--- src/rtl/mem_arb_pkg.sv ---
// Shared types and helpers for the data-memory request arbiter.
// Width macros fall back to 32 bits when no project-wide definition is present.
`ifndef D_MEMORY_ADDR_WIDTH
`define D_MEMORY_ADDR_WIDTH 32
`endif
`ifndef REG_VAL_WIDTH
`define REG_VAL_WIDTH 32
`endif

package mem_arb_pkg;

  typedef enum logic {
    MEM_LOAD  = 1'b0,
    MEM_STORE = 1'b1
  } memory_op_t;

  localparam logic ERR_SPURIOUS_SET = 1'b1;

  // A single channel still needs a 1-bit index signal.
  function automatic int ch_idx_w(input int num_ch);
    return (num_ch > 1) ? $clog2(num_ch) : 1;
  endfunction

endpackage

--- src/rtl/mem_id_fifo.sv ---
// Synchronous FIFO with show-ahead head output and occupancy count.
// A push while full is accepted only when a pop happens in the same cycle.
module mem_id_fifo #(
  parameter int WIDTH = 1,
  parameter int DEPTH = 4,
  localparam int PTR_W = (DEPTH > 1) ? $clog2(DEPTH) : 1,
  localparam int CNT_W = $clog2(DEPTH) + 1
) (
  input  logic             clk,
  input  logic             reset_n,
  input  logic             push,
  input  logic [WIDTH-1:0] push_data,
  input  logic             pop,
  output logic [WIDTH-1:0] head,
  output logic [CNT_W-1:0] count,
  output logic             full,
  output logic             empty
);

  logic [WIDTH-1:0] mem_q [DEPTH];
  logic [PTR_W-1:0] wr_ptr_q, wr_ptr_d;
  logic [PTR_W-1:0] rd_ptr_q, rd_ptr_d;
  logic [CNT_W-1:0] count_q, count_d;
  logic             do_push, do_pop;

  function automatic logic [PTR_W-1:0] ptr_inc(input logic [PTR_W-1:0] p);
    return (p == PTR_W'(DEPTH - 1)) ? '0 : p + 1'b1;
  endfunction

  assign empty   = (count_q == '0);
  assign full    = (count_q == CNT_W'(DEPTH));
  assign count   = count_q;
  assign head    = mem_q[rd_ptr_q];
  assign do_pop  = pop && !empty;
  assign do_push = push && (!full || do_pop);

  always_comb begin
    wr_ptr_d = do_push ? ptr_inc(wr_ptr_q) : wr_ptr_q;
    rd_ptr_d = do_pop  ? ptr_inc(rd_ptr_q) : rd_ptr_q;
    count_d  = count_q;
    if (do_push && !do_pop) count_d = count_q + 1'b1;
    if (do_pop && !do_push) count_d = count_q - 1'b1;
  end

  always_ff @(posedge clk or negedge reset_n) begin
    if (!reset_n) begin
      wr_ptr_q <= '0;
      rd_ptr_q <= '0;
      count_q  <= '0;
    end else begin
      wr_ptr_q <= wr_ptr_d;
      rd_ptr_q <= rd_ptr_d;
      count_q  <= count_d;
    end
  end

  always_ff @(posedge clk) begin
    if (do_push) mem_q[wr_ptr_q] <= push_data;
  end

endmodule

--- src/rtl/mem_req_arbiter.sv ---
// Round-robin front end merging NUM_CH requesters onto one memory port,
// routing in-order acks back to the issuing channel via an ID FIFO.
module mem_req_arbiter
  import mem_arb_pkg::*;
#(
  parameter int NUM_CH          = 2,
  parameter int MAX_OUTSTANDING = 4,
  parameter int ADDR_W          = `D_MEMORY_ADDR_WIDTH,
  parameter int DATA_W          = `REG_VAL_WIDTH
) (
  input  logic              clk,
  input  logic              reset_n,
  input  logic [NUM_CH-1:0] ch_req_valid,
  input  memory_op_t        ch_req_op      [NUM_CH],
  input  logic [ADDR_W-1:0] ch_req_address [NUM_CH],
  input  logic [DATA_W-1:0] ch_req_data    [NUM_CH],
  output logic [NUM_CH-1:0] ch_req_ready,
  output logic [NUM_CH-1:0] ch_ack,
  output logic [DATA_W-1:0] ch_data_return,
  input  logic              memory_ready,
  input  logic              memory_ack,
  input  logic [DATA_W-1:0] memory_data_return,
  output logic              memory_req_valid,
  output memory_op_t        memory_req_op,
  output logic [ADDR_W-1:0] memory_req_address,
  output logic [DATA_W-1:0] memory_req_data,
  output logic              err_spurious_ack
);

  localparam int CW    = ch_idx_w(NUM_CH);
  localparam int CNT_W = $clog2(MAX_OUTSTANDING) + 1;

  logic              req_valid_q, req_valid_d;
  memory_op_t        req_op_q, req_op_d;
  logic [ADDR_W-1:0] req_addr_q, req_addr_d;
  logic [DATA_W-1:0] req_data_q, req_data_d;
  logic [NUM_CH-1:0] ch_ack_q, ch_ack_d;
  logic [DATA_W-1:0] rsp_data_q, rsp_data_d;
  logic              err_q, err_d;
  logic [CW-1:0]     rr_ptr_q, rr_ptr_d;

  logic [CW:0]       cand_sum, next_sum;
  logic [CW-1:0]     grant_idx;
  logic              found, free, room, issue, ack_valid;
  logic [CNT_W-1:0]  occ_next;
  logic [CW-1:0]     fifo_head;
  logic [CNT_W-1:0]  fifo_count;
  logic              fifo_full, fifo_empty, fifo_push;

  assign ack_valid = memory_ack && !fifo_empty;
  assign occ_next  = fifo_count - CNT_W'(ack_valid);
  assign free      = !req_valid_q || memory_ready;
  assign room      = (occ_next < CNT_W'(MAX_OUTSTANDING));
  // Grants are suppressed while reset is held so every output reads 0.
  assign issue     = reset_n && free && room && found;
  assign fifo_push = issue && (!fifo_full || ack_valid);

  always_comb begin
    found     = 1'b0;
    grant_idx = '0;
    cand_sum  = '0;
    for (int i = 0; i < NUM_CH; i++) begin
      cand_sum = {1'b0, rr_ptr_q} + (CW+1)'(i);
      if (cand_sum >= (CW+1)'(NUM_CH)) cand_sum = cand_sum - (CW+1)'(NUM_CH);
      if (!found && ch_req_valid[cand_sum[CW-1:0]]) begin
        found     = 1'b1;
        grant_idx = cand_sum[CW-1:0];
      end
    end
  end

  always_comb begin
    next_sum = {1'b0, grant_idx} + 1'b1;
    if (next_sum >= (CW+1)'(NUM_CH)) next_sum = '0;
    rr_ptr_d     = issue ? next_sum[CW-1:0] : rr_ptr_q;
    ch_req_ready = issue ? (NUM_CH'(1) << grant_idx) : '0;

    req_valid_d = req_valid_q;
    req_op_d    = req_op_q;
    req_addr_d  = req_addr_q;
    req_data_d  = req_data_q;
    if (free) begin
      req_valid_d = issue;
      if (issue) begin
        req_op_d   = ch_req_op[grant_idx];
        req_addr_d = ch_req_address[grant_idx];
        req_data_d = ch_req_data[grant_idx];
      end
    end

    ch_ack_d   = ack_valid ? (NUM_CH'(1) << fifo_head) : '0;
    rsp_data_d = ack_valid ? memory_data_return : rsp_data_q;
    err_d      = err_q;
    if (memory_ack && fifo_empty) err_d = ERR_SPURIOUS_SET;
  end

  always_ff @(posedge clk or negedge reset_n) begin
    if (!reset_n) begin
      req_valid_q <= 1'b0;
      req_op_q    <= MEM_LOAD;
      req_addr_q  <= '0;
      req_data_q  <= '0;
      ch_ack_q    <= '0;
      rsp_data_q  <= '0;
      err_q       <= 1'b0;
      rr_ptr_q    <= '0;
    end else begin
      req_valid_q <= req_valid_d;
      req_op_q    <= req_op_d;
      req_addr_q  <= req_addr_d;
      req_data_q  <= req_data_d;
      ch_ack_q    <= ch_ack_d;
      rsp_data_q  <= rsp_data_d;
      err_q       <= err_d;
      rr_ptr_q    <= rr_ptr_d;
    end
  end

  mem_id_fifo #(
    .WIDTH(CW),
    .DEPTH(MAX_OUTSTANDING)
  ) u_id_fifo (
    .clk      (clk),
    .reset_n  (reset_n),
    .push     (fifo_push),
    .push_data(grant_idx),
    .pop      (ack_valid),
    .head     (fifo_head),
    .count    (fifo_count),
    .full     (fifo_full),
    .empty    (fifo_empty)
  );

  assign memory_req_valid   = req_valid_q;
  assign memory_req_op      = req_op_q;
  assign memory_req_address = req_addr_q;
  assign memory_req_data    = req_data_q;
  assign ch_ack             = ch_ack_q;
  assign ch_data_return     = rsp_data_q;
  assign err_spurious_ack   = err_q;

endmodule

--- config.mk ---
export PLATFORM = sky130hd
export DESIGN_NAME = mem_req_arbiter
export DESIGN_NICKNAME = d
export VERILOG_FILES = /design/src/rtl/mem_arb_pkg.sv /design/src/rtl/mem_id_fifo.sv /design/src/rtl/mem_req_arbiter.sv
export SDC_FILE = /design/constraint.sdc
export NUM_CORES = 1
export LEC_CHECK = 0
export CELL_PAD_IN_SITES_DETAIL_PLACEMENT = 1
export CELL_PAD_IN_SITES_GLOBAL_PLACEMENT = 1
export CORE_AREA = 2 2 114 116
export CTS_BUF_LIST = sky130_fd_sc_hd__clkbuf_16
export DETAILED_ROUTE_END_ITERATION = 8
export DIE_AREA = 0 0 116 118
export DONT_BUFFER_PORTS = 1
export GPL_ROUTABILITY_DRIVEN = 0
export PLACE_DENSITY_LB_ADDON = 0.1
export SLEW_MARGIN = 5
export SYNTH_ARGS = -nofsm -noshare
export SYNTH_HDL_FRONTEND = slang
export SYNTH_SLANG_ARGS = --single-unit
--- constraint.sdc ---
create_clock -name clk -period 2.15 [get_ports clk]
set_input_delay 0.645 -clock clk [delete_from_list [all_inputs] [get_ports clk]]
set_output_delay 0.645 -clock clk [all_outputs]
set_load 0.005 [all_outputs]
# [Word level (Yosys, flattened, before mapping)]
# Memory sizes are Yosys's and may differ from the RTL's.
# Cells that the tools add are included.
[word_totals] regBits=109 ramBits=4 out_inout_bits=103 wordCells=85 n_memories=1
[classes] addsub=9 magnitude_cmp=7 eq_ne=3 shift=2 mux=28 bitwise=1 reduce_logical=23
[memory_table] name="u_id_fifo.mem_q" depth=4 word_bits=1 rd=1 rd_clocked_by_memory_dff=0 write_ports=1 line="mem_id_fifo.sv:20" rtl="logic [WIDTH-1:0] mem_q [DEPTH];"
[ops] operator="2-to-1 mux 32 bit" count=6
[ops] operator="2-to-1 mux 1 bit" count=16
[ops] operator="logical AND 1 bit" count=11
[ops] operator="2-to-1 mux 2 bit" count=4
[ops] operator=">= comparator 2 bit, second input constant" count=3
[ops] operator="logical NOT 1 bit" count=6
[ops] operator="2-to-1 mux 3 bit" count=2
[ops] operator="adder 1 x 1 -> 2 bit, second input constant" count=2
[ops] operator="adder 2 x 1 -> 2 bit, second input constant" count=2
[ops] operator="equality test 2 bit, second input constant" count=2
[ops] operator="less-than comparator 1 x 2 -> 1 bit, second input constant" count=2
[ops] operator="left shift 1 x 1 -> 2 bit, first input constant" count=2
[ops] operator="adder 3 x 1 -> 3 bit, second input constant" count=1
[ops] operator="equality test 3 bit, second input constant" count=1
[ops] operator="logical NOT 3 bit" count=1
[ops] operator="logical OR 1 bit" count=3
[ops] operator="less-than comparator 3 bit, second input constant" count=1
[ops] operator="subtractor 3 x 1 -> 3 bit" count=1
[ops] operator="subtractor 3 x 1 -> 3 bit, second input constant" count=1
[ops] operator=">= comparator 1 x 2 -> 1 bit, second input constant" count=1
[ops] operator="NOT 1 -> 2 bit" count=1
[ops] operator="AND reduction 2 bit" count=1
[ops] operator="nonzero test 2 bit" count=1
[ops] operator="subtractor 1 bit, second input constant" count=2

# [Depth between registers and ports, before layout]
# Gate-level depths: netlist of run 1.
[logic_depth] ltp_word=14 mapped_depth=10 ltp_nobuf=8

# [Hierarchy]
# A second synthesis of run 1 with hierarchy kept.
[unflattened] hier_cells=425 area_unflattened_um2=5367.6
[by_module_without_submodules] module="mem_req_arbiter" instances=1 cells_each=366 area_per_inst_um2=4679.5 seq_area_each_um2=2552.4
[by_module_without_submodules] module="mem_id_fifo" instances=1 cells_each=59 area_per_inst_um2=688.2 seq_area_each_um2=295.3

# [Least setup slack after synthesis of run 1]
# No wires, ideal clock.
[synth_path] path_type="input -> register" start="in memory_ack" end="reg u_id_fifo.count_q[2] (netlist: u_id_fifo.count[2])" t_arrival_ps=2295 t_required_ps=2070 path_slack_ps=-225 cell_stages=10 path_cell_list="nor3b_2 o2111ai_4 buf_6 buf_6 ha_1 inv_1 fa_1 xor2_1 nor2_1 xnor2_1"
[synth_between] elab_chain_cells=10 elab_cells_between_ends=16
[synth_rtl] element="from (decl)" line="mem_req_arbiter.sv:21" rtl="input logic memory_ack,"
[synth_rtl] element="logical AND 1 bit (*)" line="mem_req_arbiter.sv:50" rtl="assign ack_valid = memory_ack && !fifo_empty;"
[synth_rtl] element="subtractor 3 x 1 -> 3 bit" line="mem_req_arbiter.sv:51" rtl="assign occ_next = fifo_count - CNT_W'(ack_valid);"
[synth_rtl] element="less-than comparator 3 bit" line="mem_req_arbiter.sv:53" rtl="assign room = (occ_next < CNT_W'(MAX_OUTSTANDING));"
[synth_rtl] element="logical AND 1 bit (2 in a row)" line="mem_req_arbiter.sv:55" rtl="assign issue = reset_n && free && room && found;"
[synth_rtl] element="logical AND 1 bit" line="mem_req_arbiter.sv:56" rtl="assign fifo_push = issue && (!fifo_full || ack_valid);"
[synth_rtl] element="logical AND 1 bit" line="mem_id_fifo.sv:35" rtl="assign do_push = push && (!full || do_pop);"
[synth_rtl] element="logical NOT 1 bit" line="mem_id_fifo.sv:42" rtl="if (do_pop && !do_push) count_d = count_q - 1'b1;"
[synth_rtl] element="logical AND 1 bit" line="mem_id_fifo.sv:42"
[synth_rtl] element="2-to-1 mux 3 bit or nonzero test 2 bit (tied branches)"
[synth_rtl] element="to (signal assigned)" line="mem_id_fifo.sv:53" rtl="count_q <= count_d;"
[synth_rtl] element="to (decl)" line="mem_id_fifo.sv:23" rtl="logic [CNT_W-1:0] count_q, count_d;"
# Every way passes the cells marked *; elsewhere a longest branch is shown, timed or not.
# A chain may end at the register's enable or synchronous reset.

# [Worst setup path in the final report of run 1]
[layout_path] start="reg u_id_fifo.count_q[1] (netlist: u_id_fifo.count[1])" end="out ch_req_ready[0]"
[layout_between] elab_chain_cells=8
[layout_rtl] element="logical NOT 3 bit" line="mem_id_fifo.sv:30" rtl="assign empty = (count_q == '0);"
[layout_rtl] element="logical NOT 1 bit" line="mem_req_arbiter.sv:50"
[layout_rtl] element="logical AND 1 bit" line="mem_req_arbiter.sv:50"
[layout_rtl] element="subtractor 3 x 1 -> 3 bit (*)" line="mem_req_arbiter.sv:51"
[layout_rtl] element="less-than comparator 3 bit (*)" line="mem_req_arbiter.sv:53"
[layout_rtl] element="logical AND 1 bit (*) (2 in a row)" line="mem_req_arbiter.sv:55"
[layout_rtl] element="2-to-1 mux 2 bit (*)" line="mem_req_arbiter.sv:76" rtl="ch_req_ready = issue ? (NUM_CH'(1) << grant_idx) : '0;"
[layout_rtl] element="to (decl)" line="mem_req_arbiter.sv:17" rtl="output logic [NUM_CH-1:0] ch_req_ready,"
# Marks and branches as above.

==> results of run 1 <==
-- registers in the layout, summed over array words and instances (netlist names) --
name and flops:
memory_req_data 32, memory_req_address 32, ch_data_return 32, ch_ack 2
memory_req_valid 1, u_id_fifo.wr_ptr_q 2, u_id_fifo.rd_ptr_q 2, memory_req_op 1
err_spurious_ack 1, rr_ptr_q 1, u_id_fifo.count 3, u_id_fifo.mem_q 4
-- layer usage --
metal,vias to the layer above,GRT usage,share of wire,routed length (um)
met5,-,0,0,0
met4,0,0.0759,0.015,186
met3,13,0.0664,0.087,1050
met2,157,0.307,0.53,6330
met1,1540,0.200,0.37,4490
li1,1594,-,-,-
-- per-stage QoR --
step	util	setup slack [ns]	setup TNS [ns]	total power [mW]	instances
floorplan	-	-0.150	-0.206	5.11	485
global placement	0.415	0.100	0	5.57	636
detailed placement	0.415	0.0819	0	5.72	636
CTS	0.460	0.00678	0	8.27	670
global route	0.460	-0.0209	-0.0400	8.70	670
finish	0.460	0.0486	0	8.09	670
-- where the power goes --
part	leakage [nW]	internal (mW)	switching (mW)
clock	0.268	1.53	0.898
combinational	1.25	0.790	1.04
sequential	1.38	3.04	0.801
-- final cells by class --
type / count / area (um2) / share of cell area
timing repair buffer: 12 / 119 / 0.0208
sequential: 113 / 2850 / 0.499
inverter: 14 / 52.6 / 0.00920
multi-input combinational: 329 / 1970 / 0.345
tap: 172 / 215 / 0.0377
clock inverter: 13 / 82.6 / 0.0145
clock buffer: 17 / 425 / 0.0744
-- cells by family (layout without fill, tap and decap cells) --
kind of cell | Yosys count | in the layout | synth area share
AO/OA/AOI/OAI | 72 | 72 | 0.0801
XOR/XNOR | 3 | 3 | 0.00524
adder cells (fa/ha/maj) | 7 | 7 | 0.0190
buffers and inverters | 43 | 56 | 0.0507
flip-flops | 113 | 113 | 0.568
multiplexers | 68 | 68 | 0.139
AND/OR/NAND/NOR | 179 | 179 | 0.138
-- path summary, 6_finish.rpt --
kind	depth (start not counted)	startpoint	slack, ns	end
worst max-delay path	4	u_id_fifo.count[1]	0.05	ch_req_ready[0]
worst min-delay path	0	reset_n	-0.07	ch_data_return[23]
worst max register to register	9	u_id_fifo.count[2]	0.30	u_id_fifo.count[2]
worst min register to register	2	ch_data_return[31]	0.50	ch_data_return[31]
max in group asynchronous	0	reset_n	2.09	memory_req_data[16]
min in group clk	2	memory_data_return[29]	0.34	ch_data_return[29]
-- cell usage in the layout (no fill, tap or decap), drive strengths merged, types with 4 or more instances in the layout --
| master | n |
|---|---|
| inv | 17 |
| edfxtp | 4 |
| nor2 | 8 |
| nand2 | 165 |
| mux2i | 66 |
| o21ai | 66 |
| dfrtp | 109 |
| ha | 6 |
| buf | 12 |
| clkbuf | 17 |
| clkinv | 9 |
-- critical path, delay by kind of cell (launching register included) --
| family | cells | cell delay (ns) |
|---|---|---|
| DFF | 1 | 0.42 |
| and+or+nand+nor | 2 | 0.35 |
| AOI/OAI and AO/OA | 1 | 0.13 |
| buffers and inverters | 1 | 0.16 |
-- timing repair --
item,CTS,global route
gates resized for setup,7,0
hold endpoints to repair,109,109
setup endpoints to repair,2,2
pin swaps,2,0
buffers inserted,4,0
gates cloned,0,0
==> impl_results.md, run 1 <==
- Status: finished with violations
- Failing checks: negative hold slack
- Largest cells by area after synthesis: dfrtp_1 (54%), mux2i_1 (13%), nand2_1 (12%), o21ai_0 (3.6%), o21ai_1 (2.9%)
- Io pins: 271
- Slew Limit Fails: 0
- Die Ht: 118 um
- CP Max Fanout: 3
- Layout cells sized above 1: 0.102
- Syn. warnings: 0
- Min-delay worst type: in2async
- CP peak stage delay: 0.42 ns
- Max Cap Violations: 0
- HPWL after DPL: 8730 um
- Max VDD drop: 0.425 mV
- Final setup vio count: 0
- Clk root buf: clkbuf_16
- Yosys cell types: 30
- CP Class: reg2out
- CTS clk-pin slew, worst paths: 0.05 ns
- Count leader, synth: nand2_1
- CP required: 1.50 ns
- Share of the synthesized area in the top cell type: 0.544
- Via density: 4.93
- Critical path endpoint category: output pin
- Initial antenna violation count: 0
- CTS sink count: 113
- Worst Tran Pin Value: 0.443 ns
- Largest net degree at the start of global routing: 111
- # H-tree levels: 4
- Drt total wl: 12100 um
- First-pass GRT wire length: 18300 um
- Static leakage: 2.89 nW
- EDFF count, synth: 4
- Worst clock skew: 0.00721 ns
- Crit-path slowest cell: dfrtp_2
- Drt first-iter violations: 158
- DRC: 0
- Crit start category: register
- Final Hold Fails: 109
- CTS tree: done
- Period utilization: 0.977
- Vias: 3304
- # fillers: 1402
- Worst-Skew Late Latency: 0.41 ns
- WL per Instance: 18.0 um
- Pwr/cell area: 1420 nW/um2
- Register bit total from synthesis: 113
- Crit path DAT: 1.46 ns
- Placed cell area: 5150 um2
- Most instantiated cells after synthesis: nand2_1 (165), dfrtp_1 (109), mux2i_1 (66), o21ai_0 (36), o21ai_1 (29)
- Post-synthesis sequential area ratio: 0.568
- Die width: 116 um
- PortBufs: 0
- Grt total ovfl: 0
- Syn Nets: 660
- TritonCTS Buffers: 17
- Antenna cells: 0
- Finished Cell Area: 5710 um2
- Fmax: 0.476 GHz
- Std-Cell Rows: 41
- Synthesis-to-layout area growth: 14.0%
- Total Routing Usage GR: 0.180
- Vias in the first global route: 3397
- Slew margin rel.: 0.705
- Hold slack final: -0.0676 ns
- Max Buffers Root-to-Sink: 2
- RSZ-0062 raised after global routing: true
- Antenna Nets Post-Route: 0
- Core area: 12400 um2
- Synthesized instance count: 485
- Synthesized cell area: 5010 um2
- Initial Util: 0.404
- Die Area: 13700 um2
- Post-route minimum period: 2.10 ns
- Async S/R FF share, synth: 0.965
- Crit-path cells: nor3b_4, o2111ai_4, buf_6, nor2_4
- Synth area leader: dfrtp_1
- Syn_area_per_cell: 10.3 um2
- TritonRoute pass-1 iters: 4
- Nets@finish: 662
- Primary FF master, synth: dfrtp_1
Note: power is estimated with default switching activity, not from simulation.
==> run 2, diff against run 1 <==
CORE_AREA = 2 2 108 110   (was 2 2 114 116)
DIE_AREA = 0 0 110 112   (was 0 0 116 118)
SETUP_SLACK_MARGIN = 0.1   (was unset)
clock period = 2.39 ns   (was 2.15 ns; I/O delays follow)
==> impl_results.md, run 2 (same netlist as run 1, synthesis figures left out) <==
- Initial antenna violation count: 0 (unchanged)
- Die Area: 12300 um2 (was 13700 um2)
- Io pins: 271 (unchanged)
- CTS tree: done (unchanged)
- Nets@finish: 657 (was 662)
- Pwr/cell area: 1280 nW/um2 (was 1420 nW/um2)
- Synthesis-to-layout area growth: 12.1% (was 14.0%)
- Vias in the first global route: 3502 (was 3397)
- Leading cell type in the layout, fill and taps excluded: nand2_1 (unchanged)
- Pwr Total: 7.19 mW (was 8.09 mW)
- Slew margin rel.: 0.512 (was 0.705)
- Final Util: 0.503 (was 0.460)
- Min-delay worst type: in2async (unchanged)
- Final setup vio count: 0 (unchanged)
- PortBufs: 0 (unchanged)
- Period utilization: 0.909
- Initial Util: 0.449 (was 0.404)
- First-pass GRT wire length: 18100 um (was 18300 um)
- Worst clock skew: 0.00578 ns (was 0.00721 ns)
- # H-tree levels: 4 (unchanged)
- TritonCTS Buffers: 17 (unchanged)
- Die width: 110 um (was 116 um)
- Slew Limit Fails: 0 (unchanged)
- Worst Tran Pin Value: 0.732 ns (was 0.443 ns)
- Max VDD drop: 0.649 mV (was 0.425 mV)
- Post-route minimum period: 2.17 ns
- Die Ht: 112 um (was 118 um)
- Crit-path slowest cell: dfrtp_1 (was dfrtp_2)
- CP Max Fanout: 5 (was 3)
- R2r setup slk: 0.34 ns (was 0.30 ns)
- TritonRoute pass-1 iters: 4 (unchanged)
- Placed Instances: 605 (was 636)
- Crit-path cells: nor3b_2, o2111ai_4, nor2_4 (was nor3b_4, o2111ai_4, buf_6, nor2_4)
- Status: completed (was finished with violations)
- Reg2reg end: u_id_fifo.count[2] (unchanged)
- Layout cells sized above 1: 0.0828 (was 0.102)
- Core area: 11200 um2 (was 12400 um2)
- Final Hold Fails: 0 (was 109)
- Max Buffers Root-to-Sink: 2 (unchanged)
- Antenna Nets Post-Route: 0 (unchanged)
- Drt total wl: 11900 um (was 12100 um)
- DRC: 0 (unchanged)
- Finished Cell Area: 5620 um2 (was 5710 um2)
- Via density: 5.23 (was 4.93)
- Clk root buf: clkbuf_16 (unchanged)
- Critical path endpoint category: output pin (unchanged)
- Grt total ovfl: 0 (unchanged)
- RSZ-0062 raised after global routing: false (was true)
- Crit start category: register (unchanged)
- Hold slack final: 0.0130 ns (was -0.0676 ns)
- CP Class: reg2out (unchanged)
- R2R depth: 9 (unchanged)
- Crit path DAT: 1.46 ns (about the same)
- Placed cell area: 5080 um2 (was 5150 um2)
- HPWL after DPL: 8660 um (was 8730 um)
- CTS clk-pin slew, worst paths: 0.05 ns (about the same)
- FF-to-FF Start: u_id_fifo.count[2] (unchanged)
- Fin cells: 638 (was 670)
- Antenna cells: 0 (unchanged)
- Total Routing Usage GR: 0.196 (was 0.180)
- Drt first-iter violations: 186 (was 158)
- CP required: 1.67 ns (was 1.50 ns)
- Largest net degree at the start of global routing: 111 (unchanged)
- Fmax: 0.460 GHz
- Max Cap Violations: 0 (unchanged)
- CTS sink count: 113 (unchanged)
- Static leakage: 2.87 nW (was 2.89 nW)
- Most frequent cells in the layout: nand2_1 (165), dfrtp_1 (109), mux2i_1 (66), o21ai_0 (36), o21ai_1 (29) (was nand2_1 (165), dfrtp_1 (107), mux2i_1 (66), o21ai_0 (36), o21ai_1 (29))
- Vias: 3335 (was 3304)
- WL per Instance: 18.7 um (was 18.0 um)
- Worst-Skew Late Latency: 0.40 ns (was 0.41 ns)
- Std-Cell Rows: 39 (was 41)
- CP peak stage delay: 0.44 ns (was 0.42 ns)
==> run 2: where the power goes <==
part           internal (mW)  total, mW  switching (mW)
logic                  0.652       1.56           0.904
registers               2.73       3.45           0.724
clock network           1.38       2.18           0.808
==> run 2: per-layer routing <==
metal  share of wire  global-route usage  vias up
met3           0.092              0.0802       16
li1                -                   -     1592
met1            0.37               0.206     1560
met5               0                   0        -
met4           0.017              0.0759        0
met2            0.52               0.344      167
==> run 2: worst max-delay path: cells and delay by family (launching register included) <==
kind / cells / cell delay [ns]
AND/OR/NAND/NOR: 2 / 0.41
AO/OA/AOI/OAI: 1 / 0.20
flip-flops: 1 / 0.44
==> run 2: cell type report <==
cell class / instances / area, um2
Inverter: 14 / 52.6
Timing Repair Buffer: 7 / 65.1
Clock inverter: 15 / 87.6
Multi-Input combinational cell: 329 / 1960
Sequential cell: 113 / 2850
Fill cell: 1232 / 5550
Clock buffer: 17 / 425
Tap cell: 143 / 179
==> run 2: worst max path at each step <==
| stage | start | to | slack (ns) | cells after the start |
|---|---|---|---|---|
| after floorplan | memory_ack | u_id_fifo.count[2] | -0.002 | 10 |
| after global placement | memory_ack | u_id_fifo.count[2] | 0.22 | 8 |
| after detailed placement | memory_ack | memory_req_data[4] | 0.10 | 4 |
| after CTS | u_id_fifo.count[0] | ch_req_ready[1] | 0.04 | 3 |
| after global routing | u_id_fifo.count[0] | ch_req_ready[0] | 0.11 | 3 |
| final | u_id_fifo.count[0] | ch_req_ready[0] | 0.22 | 3 |
==> run 2: through the flow <==
stage,TNS [ns],worst slack (ns)
after global placement,0,0.221
after global routing,0,0.114
after detailed placement,0,0.102
after CTS,0,0.0367
after floorplan,-0.00151,-0.00151
final,0,0.217
==> run 2: repair_timing <==
item                                   in CTS  in global routing
buffers inserted                            0                  1
resized for setup                           0                  4
pin swaps                                   0                  2
setup endpoints to repair                   2                  2
endpoints found under the hold margin     109                 86
